File: config.mk
export PLATFORM = sky130hd
export DESIGN_NAME = vga_scan_generator
export DESIGN_NICKNAME = d
export VERILOG_FILES = /design/src/rtl/vga_pkg.sv /design/src/rtl/vga_sync_counter.sv /design/src/rtl/vga_scan_generator.sv
export SDC_FILE = /design/constraint.sdc
export NUM_CORES = 1
export LEC_CHECK = 0
export BUFFER_PORTS_ARGS = -buffer_cell sky130_fd_sc_hd__buf_2
export CAP_MARGIN = 5
export CORE_MARGIN = 2
export CORE_UTILIZATION = 52
export CTS_CLUSTER_DIAMETER = 80
export DETAILED_ROUTE_END_ITERATION = 10
export GPL_TIMING_DRIVEN = 0
export PLACE_DENSITY = 0.91
export SKIP_LAST_GASP = 1
export SYNTH_ARGS = -nofsm -noshare
export SYNTH_HDL_FRONTEND = slang
export SYNTH_SLANG_ARGS = --single-unit
File: constraint.sdc
create_clock -name Clk -period 2.8 [get_ports Clk]
set_input_delay 0.28 -clock Clk [delete_from_list [all_inputs] [get_ports Clk]]
set_output_delay 0.28 -clock Clk [all_outputs]
set_load 0.03 [all_outputs]
File: src/rtl/vga_pkg.sv
// -----------------------------------------------------------------------------
// vga_pkg
// Shared timing defaults and types for the VGA scan generator.
//   coord_t      : 10-bit unsigned raster coordinate
//   DEF_*        : 640x480@60 timing from a 50 MHz clock (2 clocks per pixel)
//   H_TOTAL/V_TOTAL : line and frame lengths of the default timing
//   in_window()  : half-open unsigned range test used by the sync decode
// -----------------------------------------------------------------------------
package vga_pkg;

  typedef logic [9:0] coord_t;

  localparam int   DEF_CLK_DIV   = 2;
  localparam int   DEF_H_VISIBLE = 640;
  localparam int   DEF_H_FRONT   = 16;
  localparam int   DEF_H_SYNC    = 96;
  localparam int   DEF_H_BACK    = 48;
  localparam int   DEF_V_VISIBLE = 480;
  localparam int   DEF_V_FRONT   = 10;
  localparam int   DEF_V_SYNC    = 2;
  localparam int   DEF_V_BACK    = 33;
  localparam logic DEF_SYNC_POL  = 1'b0;

  localparam int H_TOTAL = DEF_H_VISIBLE + DEF_H_FRONT + DEF_H_SYNC + DEF_H_BACK;
  localparam int V_TOTAL = DEF_V_VISIBLE + DEF_V_FRONT + DEF_V_SYNC + DEF_V_BACK;

  // Largest line/frame length the 10-bit coordinate can represent.
  localparam int MAX_TOTAL = 1024;

  // True when c lies in [lo, hi). Bounds are 11 bits so that an upper bound
  // of exactly 1024 (window running to the end of a maximal line) still works.
  function automatic logic in_window(input coord_t c,
                                     input logic [10:0] lo,
                                     input logic [10:0] hi);
    return ({1'b0, c} >= lo) && ({1'b0, c} < hi);
  endfunction

endpackage

File: src/rtl/vga_sync_counter.sv
// -----------------------------------------------------------------------------
// vga_sync_counter
// Wrapping raster counter with sync and visible-region decode for one axis.
//   i_clk      : system clock
//   i_rst_n    : synchronous active-low reset (count -> 0)
//   i_step     : advance the count by one this clock
//   o_count    : current count, 0..LIMIT-1
//   o_wrap     : count is at LIMIT-1 (next step wraps to 0)
//   o_in_sync  : count in [SYNC_START, SYNC_END)
//   o_in_vis   : count in [0, VISIBLE)
// -----------------------------------------------------------------------------
module vga_sync_counter
  import vga_pkg::*;
#(
  parameter int LIMIT      = H_TOTAL,
  parameter int SYNC_START = DEF_H_VISIBLE + DEF_H_FRONT,
  parameter int SYNC_END   = DEF_H_VISIBLE + DEF_H_FRONT + DEF_H_SYNC,
  parameter int VISIBLE    = DEF_H_VISIBLE
) (
  input  logic   i_clk,
  input  logic   i_rst_n,
  input  logic   i_step,
  output coord_t o_count,
  output logic   o_wrap,
  output logic   o_in_sync,
  output logic   o_in_vis
);

  localparam coord_t      C_LAST       = coord_t'(LIMIT - 1);
  localparam logic [10:0] C_SYNC_START = 11'(SYNC_START);
  localparam logic [10:0] C_SYNC_END   = 11'(SYNC_END);
  localparam logic [10:0] C_VISIBLE    = 11'(VISIBLE);

  coord_t r_count;

  // Position counter: steps when asked, wraps from LIMIT-1 back to 0.
  always_ff @(posedge i_clk) begin
    if (!i_rst_n) begin
      r_count <= 10'd0;
    end else if (i_step) begin
      if (r_count == C_LAST) begin
        r_count <= 10'd0;
      end else begin
        r_count <= r_count + 10'd1;
      end
    end else begin
      r_count <= r_count;
    end
  end

  assign o_count   = r_count;
  assign o_wrap    = (r_count == C_LAST);
  assign o_in_sync = in_window(r_count, C_SYNC_START, C_SYNC_END);
  assign o_in_vis  = in_window(r_count, 11'd0, C_VISIBLE);

endmodule

File: src/rtl/vga_scan_generator.sv
// -----------------------------------------------------------------------------
// vga_scan_generator
// VGA raster timing: pixel clock enable, H/V counters, sync and blank. The
// colour mapper reads DrawX/DrawY and returns RGB combinationally; RGB, syncs
// and blank are registered together on the pixel enable so they reach the DAC
// aligned, exactly one pixel after the coordinate that produced them.
//   Clk, Reset_n         : system clock, synchronous active-low reset
//   Pix_R/G/B            : colour for the current DrawX/DrawY
//   DrawX, DrawY         : current horizontal / vertical count
//   pixel_ce             : one-clock strobe per pixel period
//   frame_start          : one-clock pulse after the scan wraps to (0,0)
//   VGA_CLK              : registered pixel clock; outputs change on its fall
//   VGA_HS, VGA_VS       : registered syncs, asserted level SYNC_POL
//   VGA_BLANK_N          : registered, 1 = visible pixel
//   VGA_SYNC_N           : tied 0 (no sync-on-green)
//   VGA_R/G/B            : registered colour, forced to 0 outside visible area
// -----------------------------------------------------------------------------
module vga_scan_generator
  import vga_pkg::*;
#(
  parameter int   CLK_DIV   = DEF_CLK_DIV,
  parameter int   H_VISIBLE = DEF_H_VISIBLE,
  parameter int   H_FRONT   = DEF_H_FRONT,
  parameter int   H_SYNC    = DEF_H_SYNC,
  parameter int   H_BACK    = DEF_H_BACK,
  parameter int   V_VISIBLE = DEF_V_VISIBLE,
  parameter int   V_FRONT   = DEF_V_FRONT,
  parameter int   V_SYNC    = DEF_V_SYNC,
  parameter int   V_BACK    = DEF_V_BACK,
  parameter logic SYNC_POL  = DEF_SYNC_POL
) (
  input  logic       Clk,
  input  logic       Reset_n,
  input  logic [7:0] Pix_R,
  input  logic [7:0] Pix_G,
  input  logic [7:0] Pix_B,
  output coord_t     DrawX,
  output coord_t     DrawY,
  output logic       pixel_ce,
  output logic       frame_start,
  output logic       VGA_CLK,
  output logic       VGA_HS,
  output logic       VGA_VS,
  output logic       VGA_BLANK_N,
  output logic       VGA_SYNC_N,
  output logic [7:0] VGA_R,
  output logic [7:0] VGA_G,
  output logic [7:0] VGA_B
);

  localparam int HT    = H_VISIBLE + H_FRONT + H_SYNC + H_BACK;
  localparam int VT    = V_VISIBLE + V_FRONT + V_SYNC + V_BACK;
  localparam int DIV_W = (CLK_DIV < 2) ? 1 : $clog2(CLK_DIV);

  localparam logic [DIV_W-1:0] C_DIV_LAST = DIV_W'(CLK_DIV - 1);
  localparam logic [DIV_W-1:0] C_DIV_HALF = DIV_W'(CLK_DIV / 2);
  localparam logic [DIV_W-1:0] C_DIV_ONE  = DIV_W'(1);
  localparam logic [DIV_W-1:0] C_DIV_ZERO = DIV_W'(0);

  // Elaboration-time parameter sanity.
  if ((CLK_DIV < 2) || ((CLK_DIV % 2) != 0)) begin : g_bad_clk_div
    $error("vga_scan_generator: CLK_DIV must be even and >= 2");
  end
  if ((HT > MAX_TOTAL) || (VT > MAX_TOTAL)) begin : g_bad_total
    $error("vga_scan_generator: H/V totals must not exceed 1024");
  end

  logic [DIV_W-1:0] r_div;
  logic [DIV_W-1:0] w_div_next;
  logic             w_pixel_ce;
  logic             w_v_step;
  coord_t           w_hc;
  coord_t           w_vc;
  logic             w_h_wrap;
  logic             w_v_wrap;
  logic             w_h_sync;
  logic             w_v_sync;
  logic             w_h_vis;
  logic             w_v_vis;
  logic             w_vis;

  logic             r_vga_clk;
  logic             r_frame_start;
  logic             r_hs;
  logic             r_vs;
  logic             r_blank_n;
  logic [7:0]       r_r;
  logic [7:0]       r_g;
  logic [7:0]       r_b;

  // Next divider phase: count 0..CLK_DIV-1 and wrap.
  always_comb begin
    w_div_next = C_DIV_ZERO;
    if (r_div == C_DIV_LAST) begin
      w_div_next = C_DIV_ZERO;
    end else begin
      w_div_next = r_div + C_DIV_ONE;
    end
  end

  // Gated by Reset_n so no strobe escapes while reset is being applied.
  assign w_pixel_ce = (r_div == C_DIV_LAST) & Reset_n;
  assign w_v_step   = w_pixel_ce & w_h_wrap;

  vga_sync_counter #(
    .LIMIT      (HT),
    .SYNC_START (H_VISIBLE + H_FRONT),
    .SYNC_END   (H_VISIBLE + H_FRONT + H_SYNC),
    .VISIBLE    (H_VISIBLE)
  ) u_h_counter (
    .i_clk     (Clk),
    .i_rst_n   (Reset_n),
    .i_step    (w_pixel_ce),
    .o_count   (w_hc),
    .o_wrap    (w_h_wrap),
    .o_in_sync (w_h_sync),
    .o_in_vis  (w_h_vis)
  );

  vga_sync_counter #(
    .LIMIT      (VT),
    .SYNC_START (V_VISIBLE + V_FRONT),
    .SYNC_END   (V_VISIBLE + V_FRONT + V_SYNC),
    .VISIBLE    (V_VISIBLE)
  ) u_v_counter (
    .i_clk     (Clk),
    .i_rst_n   (Reset_n),
    .i_step    (w_v_step),
    .o_count   (w_vc),
    .o_wrap    (w_v_wrap),
    .o_in_sync (w_v_sync),
    .o_in_vis  (w_v_vis)
  );

  assign w_vis = w_h_vis & w_v_vis;

  // Divider, pixel clock and frame pulse. VGA_CLK is derived from the next
  // divider phase so the register reads 1 exactly while div >= CLK_DIV/2.
  always_ff @(posedge Clk) begin
    if (!Reset_n) begin
      r_div         <= C_DIV_ZERO;
      r_vga_clk     <= 1'b0;
      r_frame_start <= 1'b0;
    end else begin
      r_div         <= w_div_next;
      r_vga_clk     <= (w_div_next >= C_DIV_HALF);
      r_frame_start <= w_pixel_ce & w_h_wrap & w_v_wrap;
    end
  end

  // Output stage: colour, blank and syncs for the pixel just finished.
  always_ff @(posedge Clk) begin
    if (!Reset_n) begin
      r_r       <= 8'd0;
      r_g       <= 8'd0;
      r_b       <= 8'd0;
      r_blank_n <= 1'b0;
      r_hs      <= ~SYNC_POL;
      r_vs      <= ~SYNC_POL;
    end else if (w_pixel_ce) begin
      r_r       <= w_vis ? Pix_R : 8'd0;
      r_g       <= w_vis ? Pix_G : 8'd0;
      r_b       <= w_vis ? Pix_B : 8'd0;
      r_blank_n <= w_vis;
      r_hs      <= w_h_sync ? SYNC_POL : ~SYNC_POL;
      r_vs      <= w_v_sync ? SYNC_POL : ~SYNC_POL;
    end else begin
      r_r       <= r_r;
      r_g       <= r_g;
      r_b       <= r_b;
      r_blank_n <= r_blank_n;
      r_hs      <= r_hs;
      r_vs      <= r_vs;
    end
  end

  assign DrawX       = w_hc;
  assign DrawY       = w_vc;
  assign pixel_ce    = w_pixel_ce;
  assign frame_start = r_frame_start;
  assign VGA_CLK     = r_vga_clk;
  assign VGA_HS      = r_hs;
  assign VGA_VS      = r_vs;
  assign VGA_BLANK_N = r_blank_n;
  assign VGA_SYNC_N  = 1'b0;
  assign VGA_R       = r_r;
  assign VGA_G       = r_g;
  assign VGA_B       = r_b;

endmodule

* Word-level counts from Yosys, hierarchy flattened
Index checks and enable logic that the tools add are counted.
** Word-level totals
- Latch bits :: 0
- Bits in writable memories :: 0
- Word-level logic and storage cells :: 37
- Memory bits (read-only) :: 0
- Output and inout port bits :: 51
- Bits of input ports :: 26
- Memories :: 0
- Register bits after elaboration :: 50
** Cells by class
- Shift-type cells :: 0
- Multiplexer cells :: 8
- Equal/unequal tests :: 2
- Div/mod/pow operators :: 0
- Multiply operators :: 0
- Bitwise logic cells :: 4
- Add/subtract/negate cells :: 3
- Reduce and logical (&&, ||, !) cells :: 2
- $lt $le $gt $ge :: 7
** Operators with widths (number)
- 8-bit 2-to-1 mux :: 3
- 10-bit by 1-bit adder with 10-bit output (second input constant) :: 2
- 10-bit == test (second input constant) :: 2
- 10-bit < comparator (second input constant) :: 2
- 10-bit by 9-bit < comparator with 1-bit output (second input constant) :: 2
- 10-bit 2-to-1 mux :: 2
- 10-bit >= comparator (second input constant) :: 1
- 10-bit by 9-bit >= comparator with 1-bit output (second input constant) :: 1
- 1-bit AND :: 4
- 1-bit 2-to-1 mux :: 3
- 1-bit logical AND :: 2
- 1-bit adder (second input constant) :: 1
- 1-bit >= comparator (second input constant) :: 1

* Logic depth before layout (Yosys ltp)
- Word-level depth :: 3
- Mapped depth :: 6
- Mapped depth without buffers :: 6

* By module
Synthesis repeated with hierarchy kept, for this count alone.
** Unflattened totals
- Cells, all modules :: 251
- Area total of the unflattened synthesis :: 2344.7 µm²
** By module, submodules not included
- vga_scan_generator :: area each 1246.2 µm², times used 1, cells each 131
- vga_sync_counter at u_h_counter :: area each 574.3 µm², times used 1, cells each 61
- vga_sync_counter at u_v_counter :: area each 524.3 µm², times used 1, cells each 59

* Least setup slack after synthesis
OpenSTA, ideal clock, no wires.
- Kind :: reg2reg
- Start :: register u_h_counter.r_count[0], in the netlist u_h_counter.o_count[0]
- End :: register u_v_counter.r_count[3], in the netlist u_v_counter.o_count[3]
- Buffers on the path :: 1
- Path slack :: 0.621 ns
- Data required time :: 2.727 ns
- Arrival time :: 2.107 ns
- Clock period less this slack :: 2.179 ns
- Cell stages (with the launch flop) :: 7
- Cell sequence :: dfxtp_1 ha_1 nand4_1 or4_1 buf_2 or3_1 a21oi_1
** On the way
- Longest elaborated chain between the ends :: 2
** Ends and longest elaborated chain
- start: declaration :: line vga_sync_counter.sv:34 : coord_t r_count;
- start signal: assignment :: line vga_sync_counter.sv:44 : r_count <= r_count + 10'd1;
- start signal: assignment :: line vga_sync_counter.sv:47 : r_count <= r_count;
- 10-bit == test :: line vga_sync_counter.sv:52 : assign o_wrap = (r_count == C_LAST);
- 1-bit AND :: line vga_scan_generator.sv:103 : assign w_v_step = w_pixel_ce & w_h_wrap;
- end signal: assignment :: line vga_sync_counter.sv:44
- end signal: assignment :: line vga_sync_counter.sv:47
- end: declaration :: line vga_sync_counter.sv:34
Every way passes these cells.
A chain may end at the register's enable or synchronous reset.

* Worst setup path after layout
Ends and elaborated chain as after synthesis.

==> run metrics <==
number of gates given a new drive strength after cts=0; number of enable-type register cells in the synthesized netlist=0; cell family contributing the most delay on the critical path=simple AND/OR/NAND/NOR gates; number of ports placed on the die boundary=77; Slew Limit Fails=0; most frequent cells in the layout=77 x buf_2, 49 x dfxtp_1, 24 x a22o_1; weighted congestion at the end of routability-driven global placement=0.822; maximum level of the CTS H-tree=2; category of the critical setup timing path=flip-flop to flip-flop; Die ar.=0.00436 mm2; fraction of layout instances using a drive strength above 1=29.8%; number of rows created at floorplan=22; Area Overhead vs Synth=27.3%; power density over cell area=549 mW/mm2; Setup Buffers After CTS=0; Post-Syn Nets=240; worst hold-check path type=input port to flip-flop; cell-by-cell trace of the critical path=ha_1 > nand4_1 > or4_1 > buf_2 > or3_1 > a21oi_1; number of buffers added by the clock tree synthesis step=5; synth warn=0; total standard cell area after synthesis=0.00200 mm2; TritonCTS clock tree=yes; final clock skew=0.0101 ns; count of final setup violators=0; prevailing post-synth register cell=dfxtp_1; TritonCTS sink count=49; antenna viol nets, final=0; part of the power in combinational logic=roughly 11%; nets@finish=322; total track usage=about 24%; Pre-antenna DRT Iters=4; worst path bufs/invs=1; total wirelength of the detailed-routed design=4990 um; wire length of the first global-routing pass=7990 um; drc violations=0; initial antenna violation count=0; Leak Pwr=roughly 1.1 nW; setup tns final=0 ns; Peak Freq=approximately 0.46 GHz; buffer levels on the longest clock path=2; worst-path maximum fanout=9; setup repair after global routing missed its margin=no; Slew headroom=56.5%; element type at the critical path start=flip-flop; part of the power in the clock network=36.0%; Internal Power=1.05 mW; count of distinct cell types in the synthesized netlist=38; part of the cycle the worst path needs=78.2%; post-detailed-route via-to-cell ratio=5.61; origin of the worst setup path=u_h_counter.o_count[0]; core area=roughly 0.0037 mm2; maximum number of pins on one net before global-route repair=16; Worst Tran Pin Value=0.649 ns; number of standard cells after synthesis=209; DR iter-0 viols=90; Crit-path slowest cell=or4_1; outcome=finished clean; Peak supply drop=0.522 mV; min cycle time layout=2.19 ns; Chip Height=66.1 um; antenna cell count=0; IO buf count=75; Reg2Reg Launch Point=u_h_counter.o_count[0]; number of max-cap violations=0; beginning of the worst hold path=Pix_G[2]; total power draw=about 1.4 mW; synth top area cells=dfxtp_1 49%, a22o_1 10%, xnor2_1 4.4%; vias in the first global route=around 1800; arrival time of the worst setup path=2.43 ns; Switch Pwr=0.354 mW; Net Sw Frac=about a quarter; hold buffer count at cts=0; Vias=1907; initial standard-cell utilization of the core=between 50 and 60%; half-perimeter wire length after placement=3560 um; final hold violations=0; Worst Setup End Kind=flip-flop; clock-pin slew reported for the worst setup and hold paths after clock tree synthesis=0.09 ns; width of the die=66.1 um; average wire per cell in the routed design=about 15 um; worst-skew pair later-pin latency=0.31 ns; part of the power in registers=52.8%; clock tree root buffer cell=clkbuf_8; most common cell after layout, fill and taps aside=buf_2; number of storage elements in the synthesis netlist=49; share of synthesized registers carrying an async set or reset=0%; required time reported for the critical path endpoint=a little over 3 ns; synthesized area divided by synthesized cell count=9.58 um2; biggest area consumer among synthesized cells=dfxtp_1; sequential cell area fraction in the yosys report=49.0%; area share of the largest cell type after synthesis=between 40% and 50%; Slowest Stage Delay on Critical Path=0.55 ns; residual overflow from global routing=0
## layer usage
metal	vias to the layer above	track usage, %	wire length [um]
met1	890	28.7	2080
li1	909	-	-
met5	-	0	0
met2	91	39.6	2350
met4	0	14.5	181
met3	17	6.64	378
## area by class of cell
| cell class | instances | area [um2] |
|---|---|---|
| Clock buffer | 6 | 72.6 |
| Clock inverter | 2 | 38.8 |
| Sequential cell | 49 | 981 |
| Tap cell | 48 | 60.1 |
| Multi-Input combinational cell | 140 | 933 |
| Buffer | 15 | 70.1 |
| Fill cell | 286 | 1140 |
| Inverter | 5 | 18.8 |
| Timing Repair Buffer | 75 | 375 |
## power by group through the flow
stage                     Sequential (mW)  Clock [mW]  Combinational (mW)
after floorplan                     0.803           0              0.0495
after global placement              0.754           0               0.152
after detailed placement            0.753           0               0.156
after CTS                           0.739       0.502               0.157
after global routing                0.742       0.549               0.167
final                               0.739       0.503               0.156
## state kept, by name (all words and copies together) (netlist names), 8 cells and up
signal / flops
VGA_R: 8
VGA_G: 8
u_h_counter.o_count: 10
VGA_B: 8
u_v_counter.o_count: 10
## cell usage after synthesis, types with 5 or more instances
library cell,instances
a21oi_1,6
a22o_1,24
clkbuf_1,11
dfxtp_1,49
ha_1,5
inv_1,5
nand2_1,10
nand3_1,12
nand4_1,8
nor2_1,13
o21ai_0,9
or3_1,5
xnor2_1,10
## through the flow
stage | util, % | instance area (um2) | cells | worst slack (ns) | hold WS (ns)
2_1_floorplan | - | 2000 | 209 | 0.621 | 0.413
3_3_place_gp | 66.1 | 2440 | 332 | 0.712 | 0.452
3_5_place_dp | 66.1 | 2440 | 332 | 0.652 | 0.451
4_1_cts | 69.1 | 2550 | 340 | 0.616 | 0.185
5_1_grt | 69.1 | 2550 | 340 | 0.494 | 0.179
6_report | 69.1 | 2550 | 340 | 0.611 | 0.186
## final timing paths
kind | to | slack [ns] | cells past startpoint
worst min register to register | VGA_R[7] | 0.48 | 1
worst max-delay path | u_v_counter.o_count[3] | 0.61 | 6
worst max register to register | u_v_counter.o_count[3] | 0.61 | 6
worst min-delay path | VGA_G[2] | 0.19 | 2
## kinds of logic after synthesis
logic type                 Yosys count  share of synthesized area, %
other                                1                         0.187
buffers and inverters               20                          4.43
AOI/OAI and AO/OA                   44                          16.1
adders and majority gates            5                          3.12
DFF                                 49                          49.0
xor gates and xnor gates            12                          5.25
and+or+nand+nor                     78                          21.9
Power figures use the tool's default switching activity.
